$ cat src/rtl/board_pkg.sv
// Shared types and constants for the board-status RAM scheduler: status codes,
// game op codes, board geometry defaults and the hit-merge rule.
package board_pkg;

  localparam int ST_W   = 5;
  localparam int ADDR_W = 7;

  localparam int DEF_H_CELL = 64;
  localparam int DEF_V_CELL = 48;
  localparam int DEF_N_COLS = 10;
  localparam int DEF_N_ROWS = 10;
  localparam int DEF_LEAD   = 2;

  localparam logic [ST_W-1:0] ST_FREE  = 5'd0;
  localparam logic [ST_W-1:0] ST_OCC   = 5'd1;
  localparam logic [ST_W-1:0] ST_PHIT  = 5'd2;
  localparam logic [ST_W-1:0] ST_IAHIT = 5'd3;
  localparam logic [ST_W-1:0] ST_BOTH  = 5'd4;

  localparam logic [1:0] OP_READ  = 2'b00;
  localparam logic [1:0] OP_WRITE = 2'b01;
  localparam logic [1:0] OP_PHIT  = 2'b10;
  localparam logic [1:0] OP_IAHIT = 2'b11;

  typedef enum logic [2:0] {
    IDLE  = 3'd0,
    G_RD  = 3'd1,
    G_CAP = 3'd2,
    G_WR  = 3'd3,
    G_ACK = 3'd4
  } game_state_e;

  // Codes above ST_BOTH are not hit states and fall through unchanged.
  function automatic logic [ST_W-1:0] hit_merge(input logic [1:0] op,
                                                input logic [ST_W-1:0] cur);
    logic [ST_W-1:0] res;
    res = cur;
    if (op == OP_PHIT) begin
      if (cur == ST_FREE || cur == ST_OCC) res = ST_PHIT;
      else if (cur == ST_IAHIT)            res = ST_BOTH;
    end else if (op == OP_IAHIT) begin
      if (cur == ST_FREE || cur == ST_OCC) res = ST_IAHIT;
      else if (cur == ST_PHIT)             res = ST_BOTH;
    end
    return res;
  endfunction

endpackage

$ cat src/rtl/board_cell_tracker.sv
// Follows the raster in cell units and raises the VGA prefetch slot (with its
// RAM address) plus the strobe that moves prefetched data to the colour driver.
module board_cell_tracker
  import board_pkg::*;
#(
  parameter int H_CELL = DEF_H_CELL,
  parameter int V_CELL = DEF_V_CELL,
  parameter int N_COLS = DEF_N_COLS,
  parameter int N_ROWS = DEF_N_ROWS,
  parameter int LEAD   = DEF_LEAD
) (
  input  logic              clk_in,
  input  logic              rst_n_in,
  input  logic [9:0]        pix_x_in,
  input  logic [9:0]        pix_y_in,
  input  logic              pix_valid_in,
  output logic              slot_out,
  output logic [ADDR_W-1:0] slot_addr_out,
  output logic              copy_out
);

  localparam int XS = $clog2(H_CELL);
  localparam int BW = (N_ROWS > 1) ? $clog2(N_ROWS) : 1;
  localparam int SW = (V_CELL > 1) ? $clog2(V_CELL) : 1;

  logic          valid_q, valid_d;
  logic          fall_q, fall_d;
  logic [BW-1:0] band_q, band_d;
  logic [SW-1:0] sub_q, sub_d;
  logic          rise, fall, mid_slot;
  logic [9:0]    cell_x;
  logic [XS-1:0] x_mod;

  always_comb begin
    cell_x  = pix_x_in >> XS;
    x_mod   = pix_x_in[XS-1:0];
    rise    = pix_valid_in & ~valid_q;
    fall    = ~pix_valid_in & valid_q;
    valid_d = pix_valid_in;
    fall_d  = fall;
    band_d  = band_q;
    sub_d   = sub_q;
    if (rise && pix_y_in == '0) begin
      band_d = '0;
      sub_d  = '0;
    end else if (fall) begin
      if (sub_q == SW'(V_CELL - 1)) begin
        sub_d  = '0;
        band_d = (band_q == BW'(N_ROWS - 1)) ? '0 : band_q + BW'(1);
      end else begin
        sub_d = sub_q + SW'(1);
      end
    end
    // Mid-line slot fetches the next cell; the registered fall is the line-start
    // slot, issued after band_q has already moved to the coming line's band.
    mid_slot = rst_n_in & pix_valid_in & (x_mod == XS'(H_CELL - LEAD))
             & ((cell_x + 10'd1) < 10'(N_COLS));
    slot_out      = mid_slot | fall_q;
    slot_addr_out = ADDR_W'(band_q) * ADDR_W'(N_COLS);
    if (mid_slot) slot_addr_out = slot_addr_out + ADDR_W'(cell_x + 10'd1);
    copy_out = (x_mod == XS'(H_CELL - 1)) | rise;
  end

  always_ff @(posedge clk_in or negedge rst_n_in) begin
    if (!rst_n_in) begin
      valid_q <= 1'b0;
      fall_q  <= 1'b0;
      band_q  <= '0;
      sub_q   <= '0;
    end else begin
      valid_q <= valid_d;
      fall_q  <= fall_d;
      band_q  <= band_d;
      sub_q   <= sub_d;
    end
  end

endmodule

$ cat src/rtl/board_ram_scheduler.sv
// Arbitrates the single-port board RAM between hard-deadline VGA prefetch slots
// and game read/write/hit requests with read-modify-write hit merging.
module board_ram_scheduler
  import board_pkg::*;
#(
  parameter int H_CELL = DEF_H_CELL,
  parameter int V_CELL = DEF_V_CELL,
  parameter int N_COLS = DEF_N_COLS,
  parameter int N_ROWS = DEF_N_ROWS,
  parameter int LEAD   = DEF_LEAD
) (
  input  logic              clk_in,
  input  logic              rst_n_in,
  input  logic [9:0]        pix_x_in,
  input  logic [9:0]        pix_y_in,
  input  logic              pix_valid_in,
  output logic [ST_W-1:0]   cell_status_out,
  input  logic              req_in,
  input  logic [1:0]        req_op_in,
  input  logic [3:0]        req_x_in,
  input  logic [3:0]        req_y_in,
  input  logic [ST_W-1:0]   req_wdata_in,
  output logic              ack_out,
  output logic [ST_W-1:0]   rdata_out,
  output logic              err_out,
  output logic [ADDR_W-1:0] ram_addr_out,
  output logic              ram_we_out,
  output logic [ST_W-1:0]   ram_wdata_out,
  input  logic [ST_W-1:0]   ram_rdata_in,
  output logic [2:0]        dbg_state_out
);

  // Game handshake: req_in and its fields are held from assertion until the
  // single-cycle ack_out; rdata_out/err_out are valid in the ack cycle and the
  // next request is only sampled in IDLE, i.e. the cycle after ack_out.

  game_state_e       state_q, state_d;
  logic [1:0]        op_q, op_d;
  logic [ADDR_W-1:0] addr_q, addr_d;
  logic [ST_W-1:0]   wdata_q, wdata_d;
  logic [ST_W-1:0]   rdata_q, rdata_d;
  logic [ST_W-1:0]   pf_q, pf_d;
  logic [ST_W-1:0]   cso_q, cso_d;
  logic              err_q, err_d;
  logic              slot_q, slot_d;
  logic              slot, copy, in_range;
  logic [ADDR_W-1:0] slot_addr;

  board_cell_tracker #(
    .H_CELL(H_CELL), .V_CELL(V_CELL), .N_COLS(N_COLS), .N_ROWS(N_ROWS), .LEAD(LEAD)
  ) u_tracker (
    .clk_in       (clk_in),
    .rst_n_in     (rst_n_in),
    .pix_x_in     (pix_x_in),
    .pix_y_in     (pix_y_in),
    .pix_valid_in (pix_valid_in),
    .slot_out     (slot),
    .slot_addr_out(slot_addr),
    .copy_out     (copy)
  );

  always_comb begin
    state_d  = state_q;
    op_d     = op_q;
    addr_d   = addr_q;
    wdata_d  = wdata_q;
    rdata_d  = rdata_q;
    err_d    = err_q;
    slot_d   = slot;
    // Forwarding pf_d lets LEAD=2 data reach the output on the boundary edge.
    pf_d     = slot_q ? ram_rdata_in : pf_q;
    cso_d    = copy ? pf_d : cso_q;
    in_range = ({1'b0, req_x_in} < 5'(N_COLS)) && ({1'b0, req_y_in} < 5'(N_ROWS));
    case (state_q)
      IDLE: begin
        if (req_in) begin
          if (in_range) begin
            op_d    = req_op_in;
            addr_d  = ADDR_W'(req_y_in) * ADDR_W'(N_COLS) + ADDR_W'(req_x_in);
            wdata_d = req_wdata_in;
            err_d   = 1'b0;
            state_d = G_RD;
          end else begin
            err_d   = 1'b1;
            rdata_d = '0;
            state_d = G_ACK;
          end
        end
      end
      G_RD:  if (!slot) state_d = G_CAP;
      G_CAP: begin
        rdata_d = ram_rdata_in;
        if (op_q == OP_READ) begin
          state_d = G_ACK;
        end else begin
          if (op_q != OP_WRITE) wdata_d = hit_merge(op_q, ram_rdata_in);
          state_d = G_WR;
        end
      end
      G_WR:    if (!slot) state_d = G_ACK;
      G_ACK:   state_d = IDLE;
      default: state_d = IDLE;
    endcase
  end

  always_ff @(posedge clk_in or negedge rst_n_in) begin
    if (!rst_n_in) begin
      state_q <= IDLE;
      op_q    <= OP_READ;
      addr_q  <= '0;
      wdata_q <= '0;
      rdata_q <= '0;
      err_q   <= 1'b0;
      slot_q  <= 1'b0;
      pf_q    <= '0;
      cso_q   <= '0;
    end else begin
      state_q <= state_d;
      op_q    <= op_d;
      addr_q  <= addr_d;
      wdata_q <= wdata_d;
      rdata_q <= rdata_d;
      err_q   <= err_d;
      slot_q  <= slot_d;
      pf_q    <= pf_d;
      cso_q   <= cso_d;
    end
  end

  // Write enable decodes the async-reset state register, so reset kills it at once.
  assign ram_addr_out    = slot ? slot_addr : addr_q;
  assign ram_we_out      = (state_q == G_WR) && !slot;
  assign ram_wdata_out   = (state_q == G_WR) ? wdata_q : '0;
  assign ack_out         = (state_q == G_ACK);
  assign rdata_out       = rdata_q;
  assign err_out         = err_q;
  assign cell_status_out = cso_q;
  assign dbg_state_out   = state_q;

endmodule

$ cat config.mk
export PLATFORM = sky130hd
export DESIGN_NAME = board_ram_scheduler
export DESIGN_NICKNAME = d
export VERILOG_FILES = /design/src/rtl/board_pkg.sv /design/src/rtl/board_cell_tracker.sv /design/src/rtl/board_ram_scheduler.sv
export SDC_FILE = /design/constraint.sdc
export NUM_CORES = 1
export LEC_CHECK = 0
export BUFFER_PORTS_ARGS = -buffer_cell sky130_fd_sc_hd__buf_2
export CAP_MARGIN = 30
export CORE_AREA = 2 2 61 92
export CTS_CLUSTER_SIZE = 40
export DETAILED_ROUTE_END_ITERATION = 6
export DIE_AREA = 0 0 63 94
export HOLD_SLACK_MARGIN = 0.06
export PLACE_DENSITY = 0.84
export SLEW_MARGIN = 5
export SYNTH_ARGS = -nofsm -noshare
export SYNTH_HDL_FRONTEND = slang
export SYNTH_HIERARCHICAL = 1
export SYNTH_SLANG_ARGS = --single-unit
$ cat constraint.sdc
create_clock -name clk_in -period 6.9 [get_ports clk_in]
set_clock_uncertainty 0.2 [all_clocks]
set_input_delay 1.035 -clock clk_in [delete_from_list [all_inputs] [get_ports clk_in]]
set_output_delay 1.035 -clock clk_in [all_outputs]
set_load 0.02 [all_outputs]
==> results of run 1 <==
==> flip-flops by register name (all words and copies together), names as in the netlist <==
name,cells
u_tracker/fall_q,1
u_tracker/valid_q,1
addr_q,7
pf_q,5
cell_status_out,5
slot_q,1
dbg_state_out,3
err_out,1
wdata_q,5
u_tracker/band_q,4
u_tracker/sub_q,6
rdata_out,5
op_q,2
==> cells in the final DEF (no fill, tap or decap), drive strengths merged, types with 4 or more instances in the layout <==
cell / n
a31oi: 4
ha: 18
nand2: 17
clkbuf: 7
fa: 4
nand2b: 6
o21ai: 14
nand3: 6
xor2: 6
xnor2: 10
inv: 14
dfrtp: 46
mux2: 26
buf: 72
and2: 5
nor2: 15
a21oi: 12
a22o: 5
==> how the worst min path moves through the flow <==
stage | slack [ps] | endpoint | cells after the start
after floorplan | 250 | addr_q[3]$_DFFE_PN0P_ | 2
after global placement | 270 | wdata_q[3]$_DFFE_PN0P_ | 1
after detailed placement | 270 | wdata_q[3]$_DFFE_PN0P_ | 1
after CTS | 290 | wdata_q[4]$_DFFE_PN0P_ | 1
after global routing | 310 | wdata_q[4]$_DFFE_PN0P_ | 1
final | 290 | wdata_q[3]$_DFFE_PN0P_ | 1
==> per-layer routing <==
metal,vias up,GRT usage (%),share of wire [%]
met1,1120,25.5,37
met3,22,3.84,3.6
met4,0,12.2,4.0
li1,1076,-,-
met2,55,42.0,55
met5,-,0,0
==> metrics by stage <==
stage / hold WS [ps] / instances
CTS: 291 / 404
floorplan: 246 / 264
detailed placement: 273 / 396
global route: 306 / 404
global placement: 268 / 396
finish: 288 / 404
==> worst max-delay path: stages <==
cell and delay [ps]:
buf_2 80, buf_4 470, nand3b_1 210, nor4_4 240
o21ai_2 180, nand2b_1 480, mux2_2 420, buf_2 160
==> where the power goes <==
group	switching, uW	internal, uW
clock network	87.0	80.9
registers	86.1	361
logic	193	173
==> area by class of cell <==
class	instances	area, um^2	area share, %
clock buffer	7	86.3	2.56
clock inverter	1	5.00	0.148
multi-input combinational	196	1630	48.3
timing repair buffer	72	363	10.8
inverter	14	52.6	1.56
sequential	46	1150	34.1
tap	68	85.1	2.52
==> kinds of logic (layout without fill, tap and decap cells) <==
kind of cell | Yosys count | count (layout) | share of synthesized area (%)
simple gates | 78 | 78 | 17.6
compound gates | 53 | 53 | 12.2
flops | 46 | 46 | 39.8
mux | 27 | 27 | 11.1
fa+ha+maj | 22 | 22 | 10.6
buf+inv | 22 | 94 | 3.94
xor+xnor | 16 | 16 | 4.84
==> results_dict.tcl, run 1 <==
set metrics [dict create \
    status "finished, final reports clean" \
    area_delta_synth_final_pct 16.5 \
    track_usage_pct 23.1 \
    grt_pass1_wl_mm 10.7 \
    clock-sinks 46 \
    rr_endpoint "wdata_q[2]$_DFFE_PN0P_" \
    place_hpwl_mm 4.84 \
    synth_area_leaders "dfrtp_1 40%, mux2_2 8.2%, ha_1 7.8%, xnor2_1 3.0%, fa_1 2.8%" \
    cap_violations 0 \
    syn_nets 330 \
    cp-start-kind "input port" \
    hp-class "reg2reg" \
    drtIter0Drc 47 \
    start_util_pct 56.9 \
    ff2ff_setup_slack_ps 4730 \
    yosysSeqAreaShare_pct 39.8 \
    crit_type "in2out" \
    dp_worst_setup_slack_ps 2360 \
    yosysTopAreaCell "dfrtp_1" \
    synthArstFlopShare_pct 100 \
    die_y_um 94 \
    synth-edff-count 0 \
    hold_buffers 0 \
    cts_resized 0 \
    timing.fmax_mhz 222 \
    fillers 425 \
    netlist_instances 264 \
    path_max_fanout 47 \
    io_buffer_count 71 \
    grt_pass1_vias 2318 \
    synth_common_cells "46 x dfrtp_1, 21 x mux2_2, 18 x ha_1, 16 x nand2_1, 15 x nor2_1" \
    p_per_area_nw_per_um2 291 \
    worst_pin_slew_ps 606 \
    crit_start "rst_n_in" \
    yosysWarnings 6 \
    postLayoutCellArea_um2 3370 \
    final.min_clock_period_ps 4510 \
    required_ps 5660 \
    io_pins 72 \
    cts_tree "yes" \
    synth_top_area_share_pct 39.8 \
    routed_wl_mm 6.25 \
    r2r_cells 4 \
    vias_per_cell 5.63 \
    core_area_um2 5080 \
    min_from "wdata_q[3]$_DFFE_PN0P_" \
    relSlewSlack_pct 59.6 \
    reg2reg_from "dbg_state_out[0]$_DFFE_PN0P_" \
    routedWlPerCell_um 15.5 \
    drc 0 \
    drv_slew 0 \
    h-tree-depth 2 \
    yosysMostFrequentCell "dfrtp_1" \
    die_w_um 63 \
    setup_viol 0 \
    synthFlopType "dfrtp_1" \
    avgSynthCellArea_um2 11.0 \
    drtPass1Iterations 4 \
    grt_max_degree 48 \
    setup_tns_ps 0 \
    grt_antenna_before_repair 0 \
    numCtsBuffers 5 \
    setup_ws_ps 2390 \
    cp.arrival_ps 3270 \
    final_util_pct 66.3 \
    synth-seq-cells 46 \
    ys_types 60 \
    insertion_delay_ps 290 \
    final_hold_viol_count 0 \
    post_cts.repair.setup_buffers 0 \
    gp_congestion 0.866 \
    drive_gt1_share_pct 35.1 \
    end_kind "output port" \
    die_area_um2 5920 \
    root_buffer "clkbuf_8" \
    period_share_pct 65.3 \
    routed-via-count 2273 \
    grt_overflow 0 \
    dpl_cell_area_um2 3280 \
    layout.nets 401 \
    ir_drop_mv 0.173 \
    cp-endpoint "ram_addr_out[0]" \
    n_antenna_cell 0 \
    detail-route-antenna-nets 0 \
    rsz0062_at_grt "false" \
    rows 32 \
    clk_path_buf_depth 2 \
    synth_area_um2 2890 \
    path_clk_slew_ps 80 \
    total_power_uw 980 \
    power_leakage_uw 0.00167 \
]
Note: power is estimated with default switching activity, not from simulation.
==> inputs of run 2 (changes only) <==
--- a/config.mk
+++ b/config.mk
@@ -5,14 +5,15 @@
 export SDC_FILE = /design/constraint.sdc
 export NUM_CORES = 1
 export LEC_CHECK = 0
+export ABC_AREA = 1
 export BUFFER_PORTS_ARGS = -buffer_cell sky130_fd_sc_hd__buf_2
 export CAP_MARGIN = 30
-export CORE_AREA = 2 2 61 92
+export CORE_AREA = 2 2 65 98
 export CTS_CLUSTER_SIZE = 40
 export DETAILED_ROUTE_END_ITERATION = 6
-export DIE_AREA = 0 0 63 94
+export DIE_AREA = 0 0 67 100
 export HOLD_SLACK_MARGIN = 0.06
-export PLACE_DENSITY = 0.84
+export PLACE_DENSITY = 0.79
 export SLEW_MARGIN = 5
 export SYNTH_ARGS = -nofsm -noshare
 export SYNTH_HDL_FRONTEND = slang
==> constraint.sdc (replaced) <==
create_clock -name clk_in -period 4.5 [get_ports clk_in]
set_clock_uncertainty 0.2 [all_clocks]
set_input_delay 0.675 -clock clk_in [delete_from_list [all_inputs] [get_ports clk_in]]
set_output_delay 0.675 -clock clk_in [all_outputs]
set_load 0.02 [all_outputs]
==> run 2 against run 1 <==
Compared with the run above:
- sequential power rose by 43%
- wire length rose by 9.1%
- die area rose by 13%
- global-route usage fell by 0.41 points
- largest cell class unchanged
==> results_dict.tcl, run 2 <==
set metrics [dict create \
    detail-route-antenna-nets 0 \
    ff2ff_setup_slack_ps 2730 \
    seqCellArea_um2 1150 \
    clock-sinks 46 \
    synth-xor-area-share_pct 3.38 \
    grt_overflow 0 \
    grt_antenna_before_repair 0 \
    worst_pin_slew_ps 806 \
    routedWlPerCell_um 11.8 \
    die_y_um 100 \
    io_pins 72 \
    clk_path_buf_depth 2 \
    final.min_clock_period_ps 3570 \
    slowest_stage "dfrtp_1" \
    grt_pass1_vias 2820 \
    power_leakage_uw 0.00207 \
    final_cell_mix "142 x nand2_1, 71 x buf_2, 49 x inv_1, 46 x nor2_1, 46 x dfrtp_1" \
    synth_common_cells "142 x nand2_1, 49 x inv_1, 46 x dfrtp_1, 46 x nor2_1, 43 x nand3_1" \
    crit_chain "ha_1, ha_1, inv_1, fa_1, nor2_1, nand3_1, nand3_1, nand2_1, nand2_1, nand2_1, nand2_1, nand2_1, nand2_1, buf_2" \
    end_kind "output port" \
    place_hpwl_mm 5.59 \
    cp.arrival_ps 2690 \
    fin_cells 579 \
    avgSynthCellArea_um2 7.26 \
    rsz0062_at_grt "false" \
    track_usage_pct 22.7 \
    relSlewSlack_pct 45.7 \
    netlist_instances 428 \
    path_max_fanout 8 \
    cts_resized 0 \
    top_regs "addr_q (7), u_tracker/sub_q (6)" \
    path_clk_slew_ps 90 \
    start_util_pct 52.2 \
    yosysMostFrequentCell "nand2_1" \
    rows 35 \
    synthFlopType "dfrtp_1" \
    gp_congestion 0.901 \
    n_antenna_cell 0 \
    multi_input_area_um2 1730 \
    crit_start "u_tracker/band_q[1]$_DFFE_PN0P_" \
    cp-start-kind "register" \
    ys_types 32 \
    vias_per_cell 5.03 \
    reg2reg_from "dbg_state_out[0]$_DFFE_PN0P_" \
    final_common_cell "nand2_1" \
    die_area_um2 6700 \
    crit_type "reg2out" \
    required_ps 3620 \
    largest_reg_flops 7 \
    drtPass1Iterations 4 \
    die_w_um 67 \
    drtIter0Drc 174 \
    synth_compound_area_share_pct 5.35 \
    synth_area_leaders "dfrtp_1 37%, nand2_1 17%, ha_1 7.2%, nand3_1 6.9%, inv_1 5.9%" \
    post_cts.repair.setup_buffers 0 \
    yosysSeqAreaShare_pct 37.0 \
    setup_viol 0 \
    cts_tree "yes" \
    layout.nets 570 \
    insertion_delay_ps 300 \
    numCtsBuffers 5 \
    drv_slew 0 \
    synth_top_area_share_pct 37.0 \
    drive_gt1_share_pct 20.8 \
    synthArstFlopShare_pct 100 \
    synth_area_um2 3110 \
    h-tree-depth 2 \
    routed-via-count 2911 \
    syn_nets 494 \
    setup_tns_ps 0 \
    drc 0 \
    io_buffer_count 71 \
    synth.mux.area_fraction_pct 1.81 \
    ir_drop_mv 0.257 \
    area_delta_synth_final_pct 17.1 \
    period_share_pct 79.2 \
    dp_cells 571 \
    crit_path_max_incr_delay_ps 510 \
    status "finished, final reports clean" \
    synth_top_family_by_area "simple AND/OR/NAND/NOR gates" \
    synth_fa_ha_area_share_pct 9.82 \
    synth-seq-cells 46 \
    cap_violations 0 \
    yosysTopAreaCell "dfrtp_1" \
    hold_buffers 0 \
    core_area_um2 5960 \
    top_register "addr_q" \
    fillers 590 \
    routed_wl_mm 6.82 \
    r2r_cells 7 \
    grt_max_degree 47 \
    p_per_area_nw_per_um2 422 \
    crit_path_frequent_cell "nand2_1" \
    grt_pass1_wl_mm 11.8 \
    synth-edff-count 0 \
    yosysWarnings 6 \
    hp-class "in2async" \
    final_hold_viol_count 0 \
    synthSimpleGateAreaFrac_pct 35.3 \
    root_buffer "clkbuf_8" \
    timing.fmax_mhz 280 \
]
run 2: changes by cell type in the layout (fill, tap and decap cells not counted), sizes merged, moves of 6 or more:
cell / previous run / this run
nand4: 1 / 7
nor2: 15 / 49
nand3: 6 / 43
nand2: 17 / 149
inv: 14 / 54
nand2b: 6 / 0
mux2: 26 / 5
run 2: cell families after synthesis:
kind of cell               count (synthesis)
and+or+nand+nor                          255
muxes                                      5
adders and majority gates                 22
xor gates and xnor gates                  12
AOI/OAI and AO/OA                         31
buffers and inverters                     57
DFF                                       46
run 2: worst max-delay path: cells and delay by family, from the launching register on:
| kind | cells | cell delay [ps] |
|---|---|---|
| adders and majority gates | 3 | 990 |
| buffers and inverters | 2 | 210 |
| and+or+nand+nor | 9 | 680 |
| DFF | 1 | 510 |
run 2: per-layer routing:
layer	wire length (um)	track usage [%]	part of all wire (%)	vias up
met3	284	4.04	4.2	7
met4	87	7.06	1.3	0
li1	-	-	-	1502
met2	3760	42.3	55	68
met5	0	0	0	-
met1	2680	25.3	39	1334
run 2: cell type report:
cell class                 instances  area share (%)
timing repair buffer              72            9.97
clock buffer                       6            2.27
inverter                          54            5.64
tap                               74            2.54
clock inverter                     2           0.344
sequential                        46            31.6
multi-input combinational        325            47.6
run 2: final timing paths:
check / to
min: rdata_out[2]$_DFFE_PN0P_
max in group asynchronous: addr_q[3]$_DFFE_PN0P_
min in group clk_in: rdata_out[4]$_DFFE_PN0P_
min reg2reg: rdata_out[4]$_DFFE_PN0P_
max: ram_addr_out[6]
max reg2reg: addr_q[6]$_DFFE_PN0P_
run 2: metrics by stage:
| stage | worst slack, ps | hold slack, ps | util [%] | cell area [um^2] | total power (uW) |
|---|---|---|---|---|---|
| floorplan | 1460 | 179 | - | 3110 | 1080 |
| global route | 665 | 312 | 61.1 | 3640 | 1660 |
| finish | 934 | 275 | 61.1 | 3640 | 1540 |
| CTS | 926 | 285 | 61.1 | 3640 | 1550 |
| detailed placement | 1130 | 262 | 59.5 | 3540 | 1280 |
| global placement | 1210 | 253 | 59.5 | 3540 | 1260 |
run 2: power by group:
part           switching [uW]  internal (uW)  total [uW]
clock                     139            124         262
combinational             406            227         633
sequential                101            539         641
